==> src/rtl/alu_mul_pkg.sv <==
// ============================================================================
// alu_mul_pkg : ALU operation codes and multiplier step configuration
// Revision    : 1.0
// ============================================================================
`default_nettype none

package alu_mul_pkg;

    localparam logic [5:0] ALU_ADD    = 6'd0;
    localparam logic [5:0] ALU_MUL    = 6'd32;
    localparam logic [5:0] ALU_MULH   = 6'd33;
    localparam logic [5:0] ALU_MULHSU = 6'd34;
    localparam logic [5:0] ALU_MULHU  = 6'd35;

`ifdef MUL_RADIX4_EN
    localparam int unsigned STEP_BITS = 2;
`else
    localparam int unsigned STEP_BITS = 1;
`endif
    localparam int unsigned N_STEPS = 32 / STEP_BITS;

    function automatic logic is_mul_op(input logic [5:0] code);
        return (code == ALU_MUL) || (code == ALU_MULH) ||
               (code == ALU_MULHSU) || (code == ALU_MULHU);
    endfunction

endpackage

`default_nettype wire

==> src/rtl/alu_mul_if.sv <==
// ============================================================================
// alu_mul_if : request/result bundle between requester and alu_mul
// Revision   : 1.0
// ============================================================================
`default_nettype none

interface alu_mul_if;
    logic [5:0]  alucode;
    logic [31:0] op1;
    logic [31:0] op2;
    logic        busy;
    logic        valid;
    logic [31:0] alu_result;

    modport master (output alucode, op1, op2, input busy, valid, alu_result);
    modport slave  (input alucode, op1, op2, output busy, valid, alu_result);
endinterface

`default_nettype wire

==> src/rtl/alu_mul_step.sv <==
// ============================================================================
// alu_mul_step : one shift-add step, accumulator plus selected partial product
// Revision     : 1.0   (radix selected by MUL_RADIX4_EN)
// ============================================================================
`default_nettype none

module alu_mul_step
    import alu_mul_pkg::*;
(
    input  wire logic [63:0]          acc,
    input  wire logic [63:0]          mcand,
    input  wire logic [STEP_BITS-1:0] mbits,
    output logic      [63:0]          acc_next
);

    logic [63:0] pp;

`ifdef MUL_RADIX4_EN
    always_comb begin
        pp = '0;
        case (mbits)
            2'd1:    pp = mcand;
            2'd2:    pp = mcand << 1;
            2'd3:    pp = mcand + (mcand << 1);
            default: pp = '0;
        endcase
    end
`else
    assign pp = mbits[0] ? mcand : '0;
`endif

    assign acc_next = acc + pp;

endmodule

`default_nettype wire

==> src/rtl/alu_mul.sv <==
// ============================================================================
// alu_mul : iterative 32x32 multiplier for MUL/MULH/MULHSU/MULHU
// Revision: 1.0   (define MUL_RADIX4_EN for 2 multiplier bits per step)
// ============================================================================
`default_nettype none

module alu_mul
    import alu_mul_pkg::*;
(
    input wire logic  clk,
    input wire logic  rst,
    alu_mul_if.slave  bus
);

    localparam logic [1:0] S_IDLE = 2'd0;
    localparam logic [1:0] S_EXEC = 2'd1;
    localparam logic [1:0] S_FIN  = 2'd2;
    localparam logic [5:0] LAST_CNT = 6'(N_STEPS);

    logic [1:0]  state_q,   state_d;
    logic [63:0] mcand_q,   mcand_d;
    logic [31:0] mplier_q,  mplier_d;
    logic [63:0] acc_q,     acc_d;
    logic [5:0]  cnt_q,     cnt_d;
    logic        lo_q,      lo_d;
    logic        outsign_q, outsign_d;

    logic        start;
    logic        neg1, neg2;
    logic [31:0] mag1, mag2;
    logic [63:0] acc_step;

    assign start = is_mul_op(bus.alucode);
    // op1 is signed for every op except MULHU; op2 only for MUL/MULH
    assign neg1  = (bus.alucode != ALU_MULHU) & bus.op1[31];
    assign neg2  = ((bus.alucode == ALU_MUL) | (bus.alucode == ALU_MULH)) & bus.op2[31];
    assign mag1  = neg1 ? (~bus.op1 + 32'd1) : bus.op1;
    assign mag2  = neg2 ? (~bus.op2 + 32'd1) : bus.op2;

    alu_mul_step u_step (
        .acc      (acc_q),
        .mcand    (mcand_q),
        .mbits    (mplier_q[STEP_BITS-1:0]),
        .acc_next (acc_step)
    );

    always_ff @(posedge clk or negedge rst) begin
        if (!rst) begin
            state_q   <= S_IDLE;
            mcand_q   <= '0;
            mplier_q  <= '0;
            acc_q     <= '0;
            cnt_q     <= '0;
            lo_q      <= 1'b0;
            outsign_q <= 1'b0;
        end else begin
            state_q   <= state_d;
            mcand_q   <= mcand_d;
            mplier_q  <= mplier_d;
            acc_q     <= acc_d;
            cnt_q     <= cnt_d;
            lo_q      <= lo_d;
            outsign_q <= outsign_d;
        end
    end

    always_comb begin
        state_d = state_q;
        case (state_q)
            S_IDLE:  if (start) state_d = S_EXEC;
            S_EXEC:  if (cnt_q == LAST_CNT) state_d = S_FIN;
            S_FIN:   state_d = S_IDLE;
            default: state_d = S_IDLE;
        endcase
    end

    always_comb begin
        mcand_d   = mcand_q;
        mplier_d  = mplier_q;
        acc_d     = acc_q;
        cnt_d     = cnt_q;
        lo_d      = lo_q;
        outsign_d = outsign_q;
        if (state_q == S_IDLE && start) begin
            mcand_d   = {32'd0, mag1};
            mplier_d  = mag2;
            acc_d     = '0;
            cnt_d     = '0;
            lo_d      = (bus.alucode == ALU_MUL);
            outsign_d = neg1 ^ neg2;
        end else if (state_q == S_EXEC) begin
            if (cnt_q != LAST_CNT) begin
                acc_d    = acc_step;
                mcand_d  = mcand_q << STEP_BITS;
                mplier_d = mplier_q >> STEP_BITS;
                cnt_d    = cnt_q + 6'd1;
            end else if (outsign_q) begin
                // Sign fix-up costs one extra cycle after the final step
                acc_d = ~acc_q + 64'd1;
            end
        end
    end

    always_comb begin
        bus.busy       = (state_q == S_EXEC) || (state_q == S_FIN);
        bus.valid      = (state_q == S_FIN);
        bus.alu_result = '0;
        if (state_q == S_FIN) begin
            bus.alu_result = lo_q ? acc_q[31:0] : acc_q[63:32];
        end
    end

endmodule

`default_nettype wire

==> src/flat_wrapper.sv <==
// flat-port wrapper written by rule: the top's interface ports become plain ports
module alu_mul_flat import alu_mul_pkg::*;
  (clk, rst, bus_alucode, bus_op1, bus_op2, bus_busy, bus_valid, bus_alu_result);
  alu_mul_if bus_i ();
  input wire logic clk;
  input wire logic rst;
  input wire logic [$bits(bus_i.alucode)-1:0] bus_alucode;
  input wire logic [$bits(bus_i.op1)-1:0] bus_op1;
  input wire logic [$bits(bus_i.op2)-1:0] bus_op2;
  output wire logic [$bits(bus_i.busy)-1:0] bus_busy;
  output wire logic [$bits(bus_i.valid)-1:0] bus_valid;
  output wire logic [$bits(bus_i.alu_result)-1:0] bus_alu_result;
  assign bus_i.alucode = bus_alucode;
  assign bus_i.op1 = bus_op1;
  assign bus_i.op2 = bus_op2;
  assign bus_busy = bus_i.busy;
  assign bus_valid = bus_i.valid;
  assign bus_alu_result = bus_i.alu_result;
  alu_mul u_core (.clk(clk), .rst(rst), .bus(bus_i));
endmodule
==> config.mk <==
export PLATFORM = sky130hd
export DESIGN_NAME = alu_mul_flat
export DESIGN_NICKNAME = d
export VERILOG_FILES = /design/src/rtl/alu_mul_pkg.sv /design/src/rtl/alu_mul_if.sv /design/src/rtl/alu_mul_step.sv /design/src/rtl/alu_mul.sv /design/src/flat_wrapper.sv
export SDC_FILE = /design/constraint.sdc
export NUM_CORES = 1
export LEC_CHECK = 0
export CAP_MARGIN = 20
export CORE_MARGIN = 4
export CORE_UTILIZATION = 35
export CTS_CLUSTER_DIAMETER = 50
export DETAILED_ROUTE_END_ITERATION = 12
export HOLD_SLACK_MARGIN = 0.08
export PLACE_DENSITY = 0.63
export SETUP_SLACK_MARGIN = 0.3
export SYNTH_ARGS = -nofsm -noshare
export SYNTH_HDL_FRONTEND = slang
export SYNTH_SLANG_ARGS = --single-unit
==> constraint.sdc <==
create_clock -name clk -period 5.3 [get_ports clk]
set_input_delay 1.06 -clock clk [delete_from_list [all_inputs] [get_ports clk]]
set_output_delay 1.06 -clock clk [all_outputs]
set_load 0.01 [all_outputs]
==> summary.txt, run 1 <==
Outcome
  – Run status: finished clean

STA
  – Post-route fraction of the period consumed by the critical path: 86.0%
  – Worst clock skew: 0.0141 ns
  – Worst-case headroom to the max-slew limit: 31.8%
  – Max Slew Vio Count: 0
  – Hold WS: 0.504 ns
  – RSZ-0062 raised after global routing: no
  – Fmax: 0.219 GHz
  – Post-Route Setup TNS: 0 ns
  – Least-Margin Pin Slew: 1.02 ns
  – Setup WS post-layout: 0.742 ns
  – Final setup violation count: 0
  – Minimum clock period after layout: 4.56 ns
  – Number of failing hold endpoints at the final stage: 0

Synthesis
  – Post-synth top area share: 29.6%
  – Most area-consuming cells after synthesis: sky130_fd_sc_hd__dfrtp_1, sky130_fd_sc_hd__nand2_1, sky130_fd_sc_hd__ha_1
  – Synth Register Bits: 170
  – Sequential share of the synthesized area: 29.6%
  – Yosys Warn Count: 0
  – Avg Inst Size Synth: 7.46 sq um
  – Number of synthesized flops with an enable pin: 0
  – Post-synthesis cell count: 1925
  – Synth area leader: sky130_fd_sc_hd__dfrtp_1
  – Nets in the synthesized netlist: 2070
  – Top_reg_cell synth: sky130_fd_sc_hd__dfrtp_1
  – Async set or reset register ratio after synthesis: 100%
  – Area of the mapped netlist: 14400 sq um
  – Count of different cell masters after synthesis: 64

Worst hold path
  – Worst hold-check path type: reg2reg
  – End point of the worst hold path: u_core.mplier_q[31]$_DFFE_PN0P_
  – Number of instances on the worst hold path: 2
  – Hold_sp: u_core.mplier_q[31]$_DFFE_PN0P_

Worst setup path
  – Worst flop-to-flop path startpoint: u_core.mplier_q[0]$_DFFE_PN0P_
  – Critical Path End Type: flip-flop
  – Register-to-register setup slack: 0.74 ns
  – Required time of the critical path: 5.64 ns
  – Buffers plus inverters on the worst setup path: 1
  – Crit path cell chain: buf_4 -> and2_1 -> ha_1 -> a21oi_1 -> nand2_1 -> a211oi_1 -> o311ai_0 -> a21oi_1 -> o31a_1 -> nor2_1 -> o21ai_0 -> o21ai_0 -> xnor2_1 -> o21ai_1
  – RR Endpoint: u_core.acc_q[61]$_DFFE_PN0P_
  – Maximum fanout along the worst path: 38
  – Depth of the worst register-to-register path: 14
  – Cell with the largest stage delay on the worst path: sky130_fd_sc_hd__dfrtp_1
  – Crit Path Category: reg2reg
  – Worst Setup Start Kind: flip-flop
  – Critical Path Max Stage Delay: 0.75 ns
  – WP data arrival: 4.90 ns
  – Largest delay share family, worst path: compound AO/OA/AOI/OAI gates
  – Levels on crit path: 14

Drt
  – Total Wirelength: 45600 microns
  – Post-DR wirelength/cell: 18.4 microns
  – Remaining DRCs: 0
  – Detailed router's first-iteration violation count: 1199
  – Routed wl met3: 2760 microns
  – Highest layer used for signal routing: met4
  – Total number of vias: 14.2k
  – Total length of routed met2 wires: 21300 microns
  – Via density per instance: 5.73
  – Antenna viol nets, final: 0
  – First-pass iteration count of the detailed router: 5
  – Total routed wire length on the met1 layer: 20700 microns

Clock tree
  – Maximum clock path buffer count: 2
  – Worst skew pair latency: 0.46 ns
  – Number of H-tree levels: 4
  – Hold-fix buffer count after cts: 0
  – Clock-pin slew of the registers on the worst-case setup and hold paths: 0.07 ns
  – # Post-CTS Setup Buffers: 0
  – Root cell of the clock tree: sky130_fd_sc_hd__clkbuf_16
  – Number of clock sinks seen by CTS: 170
  – CTS tree: yes
  – Number of CTS-inserted buffers: 17
  – Total of cells resized after clock tree synthesis: 0

Run
  – Number of maximum-capacitance constraint violations: 0

Pwr
  – Leakage power: 0.00667 uW
  – Power per Cell Area: 497 nW/um^2
  – Worst IR drop on VDD: 0.000311 V

Floorplan
  – Die Outline Area: 44300 sq um
  – Die W: 211 microns
  – Initial core utilization: 35.7%
  – Top Ports: 106
  – Die height: 211 microns
  – Area of the core: 40200 sq um
  – Number of rows created at floorplan: 73

Global route
  – Total congestion overflow: 0
  – First-pass GRT wire length: 73100 microns
  – Antenna violations before repair: 0
  – Largest net degree at the start of global routing: 100
  – Via count of the first global-routing pass: 13.5k
  – Global-route usage over all layers: 20.1%

Place
  – Hpwl dp: 33500 microns
  – Worst setup slack after placement: 0.786 ns
  – Post-Place Cells: 2444
  – Final weighted congestion in routability-driven placement: 0.937
  – Count of port buffers added during placement: 105

Finish
  – Layout cells sized above 1: 4.04%
  – Total Nets Final: 2087
  – Most common library cell in the layout ignoring fill and taps: sky130_fd_sc_hd__nand2_1
  – Post-synthesis to final-layout area growth: 14.6%
  – Number of filler instances in the final layout: 4180
  – Commonest cells after routing, fill and taps aside: sky130_fd_sc_hd__nand2_1, sky130_fd_sc_hd__nor2_1, sky130_fd_sc_hd__dfrtp_1
  – Number of standard cells in the layout, taps in and fillers out: 2481
Yosys cell counts (5+ instances only):
library cell,count
sky130_fd_sc_hd__a211oi_1,9
sky130_fd_sc_hd__a21o_1,30
sky130_fd_sc_hd__a21oi_1,159
sky130_fd_sc_hd__a22oi_1,15
sky130_fd_sc_hd__a31oi_1,70
sky130_fd_sc_hd__and2_1,67
sky130_fd_sc_hd__and3_1,10
sky130_fd_sc_hd__buf_1,6
sky130_fd_sc_hd__clkbuf_1,118
sky130_fd_sc_hd__dfrtp_1,170
sky130_fd_sc_hd__ha_1,72
sky130_fd_sc_hd__inv_1,31
sky130_fd_sc_hd__mux2i_1,34
sky130_fd_sc_hd__nand2_1,327
sky130_fd_sc_hd__nand2b_1,12
sky130_fd_sc_hd__nand3_1,25
sky130_fd_sc_hd__nand4_1,36
sky130_fd_sc_hd__nor2_1,171
sky130_fd_sc_hd__nor2b_1,40
sky130_fd_sc_hd__nor3_1,50
sky130_fd_sc_hd__nor3b_1,5
sky130_fd_sc_hd__nor4_1,25
sky130_fd_sc_hd__o21a_1,10
sky130_fd_sc_hd__o21ai_0,143
sky130_fd_sc_hd__o21bai_1,12
sky130_fd_sc_hd__o221ai_1,22
sky130_fd_sc_hd__o22ai_1,12
sky130_fd_sc_hd__o31ai_1,20
sky130_fd_sc_hd__or2_2,9
sky130_fd_sc_hd__or3_1,28
sky130_fd_sc_hd__or4_1,8
sky130_fd_sc_hd__xnor2_1,68
sky130_fd_sc_hd__xor2_1,54
report_power, final:
part	internal, uW	switching (uW)
registers	1850	773
clock network	808	601
logic	1590	2560
kinds of logic after synthesis:
| family | Yosys count | synth area share (%) |
|---|---|---|
| adders and majority gates | 73 | 6.41 |
| muxes | 35 | 2.45 |
| buffers and inverters | 158 | 4.20 |
| xor gates and xnor gates | 122 | 7.44 |
| and+or+nand+nor | 829 | 27.2 |
| DFF | 170 | 29.6 |
| AOI/OAI and AO/OA | 538 | 22.7 |
sequential cells by signal, summed over array words and instances (netlist names):
name / count
u_core.outsign_q: 1
u_core.mplier_q: 32
u_core.lo_q: 1
u_core.cnt_q: 6
u_core.mcand_q: 64
u_core.state_q: 2
u_core.acc_q: 64
worst register-to-register path: cells and delay by family, from the launching register on:
| family | cells | cell delay [ns] |
|---|---|---|
| compound gates | 8 | 2.42 |
| xor+xnor | 1 | 0.16 |
| buf+inv | 1 | 0.43 |
| fa+ha+maj | 1 | 0.26 |
| flops | 1 | 0.75 |
| simple gates | 3 | 0.41 |
how the worst max path moves through the flow:
| stage | start | to | slack (ns) |
|---|---|---|---|
| after CTS | u_core.mplier_q[0]$_DFFE_PN0P_ | u_core.acc_q[61]$_DFFE_PN0P_ | 0.75 |
| after global placement | u_core.mplier_q[0]$_DFFE_PN0P_ | u_core.acc_q[63]$_DFFE_PN0P_ | 0.89 |
| after floorplan | u_core.mplier_q[0]$_DFFE_PN0P_ | u_core.acc_q[40]$_DFFE_PN0P_ | 1.61 |
| after global routing | u_core.mplier_q[0]$_DFFE_PN0P_ | u_core.acc_q[61]$_DFFE_PN0P_ | 0.31 |
| final | u_core.mplier_q[0]$_DFFE_PN0P_ | u_core.acc_q[61]$_DFFE_PN0P_ | 0.74 |
| after detailed placement | u_core.mplier_q[0]$_DFFE_PN0P_ | u_core.acc_q[61]$_DFFE_PN0P_ | 0.79 |
final cells by class:
cell class | count | area [sq um] | area share (%)
sequential | 170 | 4260 | 25.8
clock buffer | 19 | 443 | 2.69
multi-input combinational | 1597 | 9530 | 57.8
timing repair buffer | 125 | 1270 | 7.74
clock inverter | 13 | 191 | 1.16
antenna | 1 | 2.50 | 0.0152
tap | 525 | 657 | 3.99
inverter | 31 | 116 | 0.707
per-layer routing:
metal  global-route usage, %  vias to the layer above
met3                    3.35                       60
met4                    6.08                        0
met1                    28.0                     6804
li1                        -                     6878
met2                    32.1                      473
met5                       0                        -
stage by stage:
step | power (uW) | cell area, sq um | utilization (%)
final | 8180 | 16500 | 41.0
after global routing | 8800 | 16500 | 41.0
after CTS | 8090 | 16400 | 40.7
after detailed placement | 6660 | 15700 | 39.2
after global placement | 6570 | 15700 | 39.2
after floorplan | 5350 | 14400 | -
No activity file was read; power rests on OpenSTA's default activity.
==> run 2: changes to the inputs <==
- ABC_AREA: default -> 1
- PLACE_DENSITY: 0.63 -> default
==> run 2 against run 1 <==
Cell count up 55%. Non-clock buffer count down 5. Setup slack better by 0.79 ns. Area after synthesis up 22%. Via count up 36%. Sequential power down 4%. Global-route usage up 5.8 points. First-iteration DRC count up 70%. Synthesized cell count up 61%. Fmax up 21%. Critical path type is now reg2out.
==> summary.txt, run 2 <==
Global route
  – First-pass GRT wire length: 107000 microns (was 73100 microns)
  – Via count of the first global-routing pass: 18.3k (was 13.5k)
  – Global-route usage over all layers: 25.9% (was 20.1%)
  – Total congestion overflow: 0 (unchanged)
  – Largest net degree at the start of global routing: 126 (was 100)
  – Antenna violations before repair: 2 (was 0)

Drt
  – Post-DR wirelength/cell: 18.3 microns (was 18.4 microns)
  – Via density per instance: 5.06 (was 5.73)
  – Antenna viol nets, final: 0 (unchanged)
  – Total Wirelength: 70400 microns (was 45600 microns)
  – Remaining DRCs: 0 (unchanged)
  – Total number of vias: 19.4k (was 14.2k)
  – Detailed router's first-iteration violation count: 2041 (was 1199)
  – First-pass iteration count of the detailed router: 8 (was 5)

Clock tree
  – Maximum clock path buffer count: 2 (unchanged)
  – CTS tree: yes (unchanged)
  – Clock-pin slew of the registers on the worst-case setup and hold paths: 0.08 ns (was 0.07 ns)
  – Root cell of the clock tree: sky130_fd_sc_hd__clkbuf_16 (unchanged)
  – Hold-fix buffer count after cts: 0 (unchanged)
  – Total of cells resized after clock tree synthesis: 0 (unchanged)
  – Number of CTS-inserted buffers: 17 (unchanged)
  – Number of clock sinks seen by CTS: 170 (unchanged)
  – Worst skew pair latency: 0.47 ns (was 0.46 ns)
  – # Post-CTS Setup Buffers: 0 (unchanged)
  – Number of H-tree levels: 4 (unchanged)

Worst setup path
  – Crit Path Category: reg2out (was reg2reg)
  – Critical Path End Type: output pin (was flip-flop)
  – Maximum fanout along the worst path: 65 (was 38)
  – Largest delay share family, worst path: flip-flops (was compound AO/OA/AOI/OAI gates)
  – Crit path cell chain: o21ai_0 -> a21oi_1 -> clkdlybuf4s50_1 (was buf_4 -> and2_1 -> ha_1 -> a21oi_1 -> nand2_1 -> a211oi_1 -> o311ai_0 -> a21oi_1 -> o31a_1 -> nor2_1 -> o21ai_0 -> o21ai_0 -> xnor2_1 -> o21ai_1)
  – Buffers plus inverters on the worst setup path: 1 (unchanged)
  – Register-to-register setup slack: 1.92 ns (was 0.74 ns)
  – WP data arrival: 2.70 ns (was 4.90 ns)
  – RR Endpoint: u_core.acc_q[62]$_DFFE_PN0P_ (was u_core.acc_q[61]$_DFFE_PN0P_)
  – Worst Setup Start Kind: flip-flop (unchanged)
  – Cell with the largest stage delay on the worst path: sky130_fd_sc_hd__dfrtp_2 (was sky130_fd_sc_hd__dfrtp_1)
  – Depth of the worst register-to-register path: 15 (was 14)
  – Critical Path Max Stage Delay: 1.05 ns (was 0.75 ns)
  – Required time of the critical path: 4.24 ns (was 5.64 ns)
  – Worst flop-to-flop path startpoint: u_core.mplier_q[0]$_DFFE_PN0P_ (unchanged)

Synthesis
  – Post-synth top area share: 24.3% (was 29.6%)
  – Top_reg_cell synth: sky130_fd_sc_hd__dfrtp_1 (unchanged)
  – Number of synthesized flops with an enable pin: 0 (unchanged)
  – Synth area leader: sky130_fd_sc_hd__dfrtp_1 (unchanged)
  – Avg Inst Size Synth: 5.66 sq um (was 7.46 sq um)
  – Post-synthesis cell count: 3095 (was 1925)
  – Yosys Warn Count: 0 (unchanged)
  – Async set or reset register ratio after synthesis: 100% (unchanged)
  – Count of different cell masters after synthesis: 49 (was 64)
  – Sequential share of the synthesized area: 24.3% (was 29.6%)
  – Synth Register Bits: 170 (unchanged)
  – Most area-consuming cells after synthesis: sky130_fd_sc_hd__dfrtp_1, sky130_fd_sc_hd__nand2_1, sky130_fd_sc_hd__inv_1 (was sky130_fd_sc_hd__dfrtp_1, sky130_fd_sc_hd__nand2_1, sky130_fd_sc_hd__ha_1)
  – Count leader, synth: sky130_fd_sc_hd__nand2_1 (unchanged)
  – Nets in the synthesized netlist: 3240 (was 2070)
  – Area of the mapped netlist: 17500 sq um (was 14400 sq um)
  – Leading cell types by count after synthesis: sky130_fd_sc_hd__nand2_1, sky130_fd_sc_hd__inv_1, sky130_fd_sc_hd__nor2_1, sky130_fd_sc_hd__nand3_1, sky130_fd_sc_hd__dfrtp_1 (was sky130_fd_sc_hd__nand2_1, sky130_fd_sc_hd__nor2_1, sky130_fd_sc_hd__dfrtp_1, sky130_fd_sc_hd__a21oi_1, sky130_fd_sc_hd__o21ai_0)

STA
  – Hold WS: 0.494 ns (was 0.504 ns)
  – Worst-case headroom to the max-slew limit: 27.9% (was 31.8%)
  – Max Slew Vio Count: 0 (unchanged)
  – Fmax: 0.266 GHz (was 0.219 GHz)
  – Minimum clock period after layout: 3.76 ns (was 4.56 ns)
  – Final setup violation count: 0 (unchanged)
  – Post-Route Setup TNS: 0 ns (unchanged)
  – Post-route fraction of the period consumed by the critical path: 71.0% (was 86.0%)
  – Least-Margin Pin Slew: 1.08 ns (was 1.02 ns)
  – Number of failing hold endpoints at the final stage: 0 (unchanged)
  – RSZ-0062 raised after global routing: no (unchanged)
  – Worst clock skew: 0.0146 ns (was 0.0141 ns)

Floorplan
  – Number of rows created at floorplan: 81 (was 73)
  – Die W: 232 microns (was 211 microns)
  – Die height: 232 microns (was 211 microns)
  – Initial core utilization: 35.6% (was 35.7%)
  – Die Outline Area: 53700 sq um (was 44300 sq um)
  – Area of the core: 49200 sq um (was 40200 sq um)
  – Top Ports: 106 (unchanged)

Finish
  – Cell area after layout: 19800 sq um (was 16500 sq um)
  – Post-synthesis to final-layout area growth: 13.2% (was 14.6%)
  – Most common library cell in the layout ignoring fill and taps: sky130_fd_sc_hd__nand2_1 (unchanged)
  – Diodes inserted: 0 (was 1)
  – Top Registers: u_core.acc_q x64, u_core.mcand_q x64, u_core.mplier_q x32 (unchanged)
  – Number of standard cells in the layout, taps in and fillers out: 3834 (was 2481)
  – Commonest cells after routing, fill and taps aside: sky130_fd_sc_hd__nand2_1, sky130_fd_sc_hd__inv_1, sky130_fd_sc_hd__nor2_1 (was sky130_fd_sc_hd__nand2_1, sky130_fd_sc_hd__nor2_1, sky130_fd_sc_hd__dfrtp_1)
  – Total Nets Final: 3302 (was 2087)
  – Layout cells sized above 1: 2.62% (was 4.04%)

Pwr
  – Switching share of power: 55.0% (was 48.0%)
  – Post-layout total power: 9050 uW (was 8180 uW)
  – Cell internal pwr: 4070 uW (was 4250 uW)
  – Share of total power in the clock network: 14.4% (was 17.2%)
  – Comb pwr share: 57.7% (was 50.7%)
  – Leakage power: 0.0108 uW (was 0.00667 uW)
  – Switch Pwr: 4970 uW (was 3930 uW)
  – Power per Cell Area: 456 nW/um^2 (was 497 nW/um^2)
  – Worst IR drop on VDD: 0.000249 V (was 0.000311 V)
  – Proportion of power drawn by flip-flops and latches: 27.9% (was 32.1%)

Place
  – Final weighted congestion in routability-driven placement: 1.05 (was 0.937)
  – Count of port buffers added during placement: 105 (unchanged)
  – Placement Cell Area: 19200 sq um (was 15700 sq um)
  – Hpwl dp: 57500 microns (was 33500 microns)
  – Post-Place Cells: 3801 (was 2444)

Worst hold path
  – Worst hold-check path type: reg2reg (unchanged)
  – End point of the worst hold path: u_core.mcand_q[63]$_DFFE_PN0P_ (was u_core.mplier_q[31]$_DFFE_PN0P_)
  – Hold_sp: u_core.mcand_q[63]$_DFFE_PN0P_ (was u_core.mplier_q[31]$_DFFE_PN0P_)
  – Number of instances on the worst hold path: 2 (unchanged)

Outcome
  – Run status: finished clean (unchanged)

Run
  – Number of maximum-capacitance constraint violations: 0 (unchanged)
run 2: power groups by stage:
stage          logic, uW  clock network, uW  registers (uW)
2_1_floorplan       3530                  0            2110
3_3_place_gp        5100                  0            2520
3_5_place_dp        5080                  0            2510
4_1_cts             5110               1320            2490
5_1_grt             5760               1380            2560
6_report            5220               1300            2520
run 2: layout make-up:
cell class	instances	area [sq um]
well taps	664	831
inverters	618	2320
repair buffers	120	1200
multi-input cells	2230	10600
clock inverters	15	181
fillers	5478	29300
clock buffers	17	425
flip-flops and latches	170	4260
run 2: how the worst max path moves through the flow:
stage / startpoint / to / slack (ns) / cells past startpoint
final: u_core.lo_q$_DFFE_PN0P_ / bus_alu_result[31] / 1.54 / 3
after detailed placement: bus_alucode[5] / u_core.mcand_q[10]$_DFFE_PN0P_ / 1.31 / 11
after floorplan: u_core.mplier_q[0]$_DFFE_PN0P_ / u_core.acc_q[56]$_DFFE_PN0P_ / 2.71 / 19
after CTS: u_core.state_q[0]$_DFFE_PN0P_ / bus_alu_result[31] / 1.14 / 5
after global placement: bus_alucode[5] / u_core.mcand_q[10]$_DFFE_PN0P_ / 1.33 / 11
after global routing: u_core.lo_q$_DFFE_PN0P_ / bus_alu_result[31] / 1.37 / 3
run 2: routing by layer:
layer | GRT usage, % | vias to the layer above | routed length (microns)
met2 | 40.0 | 720 | 30000
met3 | 4.76 | 151 | 5530
met5 | 0 | - | 12
met1 | 35.8 | 8758 | 31500
li1 | - | 9771 | -
met4 | 10.3 | 2 | 3220
run 2: per-stage QoR:
stage               setup slack [ns]  utilization, %
finish                          1.54            40.3
global route                    1.37            40.3
CTS                             1.14            40.3
detailed placement              1.31            39.1
global placement                1.33            39.1
floorplan                       2.71               -
run 2: cell families (layout without fill, tap and decap cells):
kind of cell / count (synthesis) / in the layout / synth area share (%)
buffers and inverters: 695 / 770 / 15.1
AO/OA/AOI/OAI: 435 / 435 / 14.2
XOR/XNOR: 48 / 48 / 2.40
flip-flops: 170 / 170 / 24.3
adder cells (fa/ha/maj): 73 / 73 / 5.26
AND/OR/NAND/NOR: 1674 / 1674 / 38.7
run 2: worst reg2reg max path: stages (launching register included):
cell	delay [ns]
sky130_fd_sc_hd__dfrtp_2	0.68
sky130_fd_sc_hd__buf_4	0.45
sky130_fd_sc_hd__nand2_1	0.25
sky130_fd_sc_hd__inv_1	0.13
sky130_fd_sc_hd__ha_1	0.18
sky130_fd_sc_hd__nand2_1	0.13
sky130_fd_sc_hd__nor2_1	0.16
sky130_fd_sc_hd__inv_1	0.09
sky130_fd_sc_hd__nor2_1	0.32
sky130_fd_sc_hd__a21oi_1	0.12
sky130_fd_sc_hd__nand2_1	0.26
sky130_fd_sc_hd__nand2_1	0.12
sky130_fd_sc_hd__nand3_1	0.09
sky130_fd_sc_hd__nand3_1	0.13
sky130_fd_sc_hd__nand2_1	0.10
sky130_fd_sc_hd__nand2_1	0.06
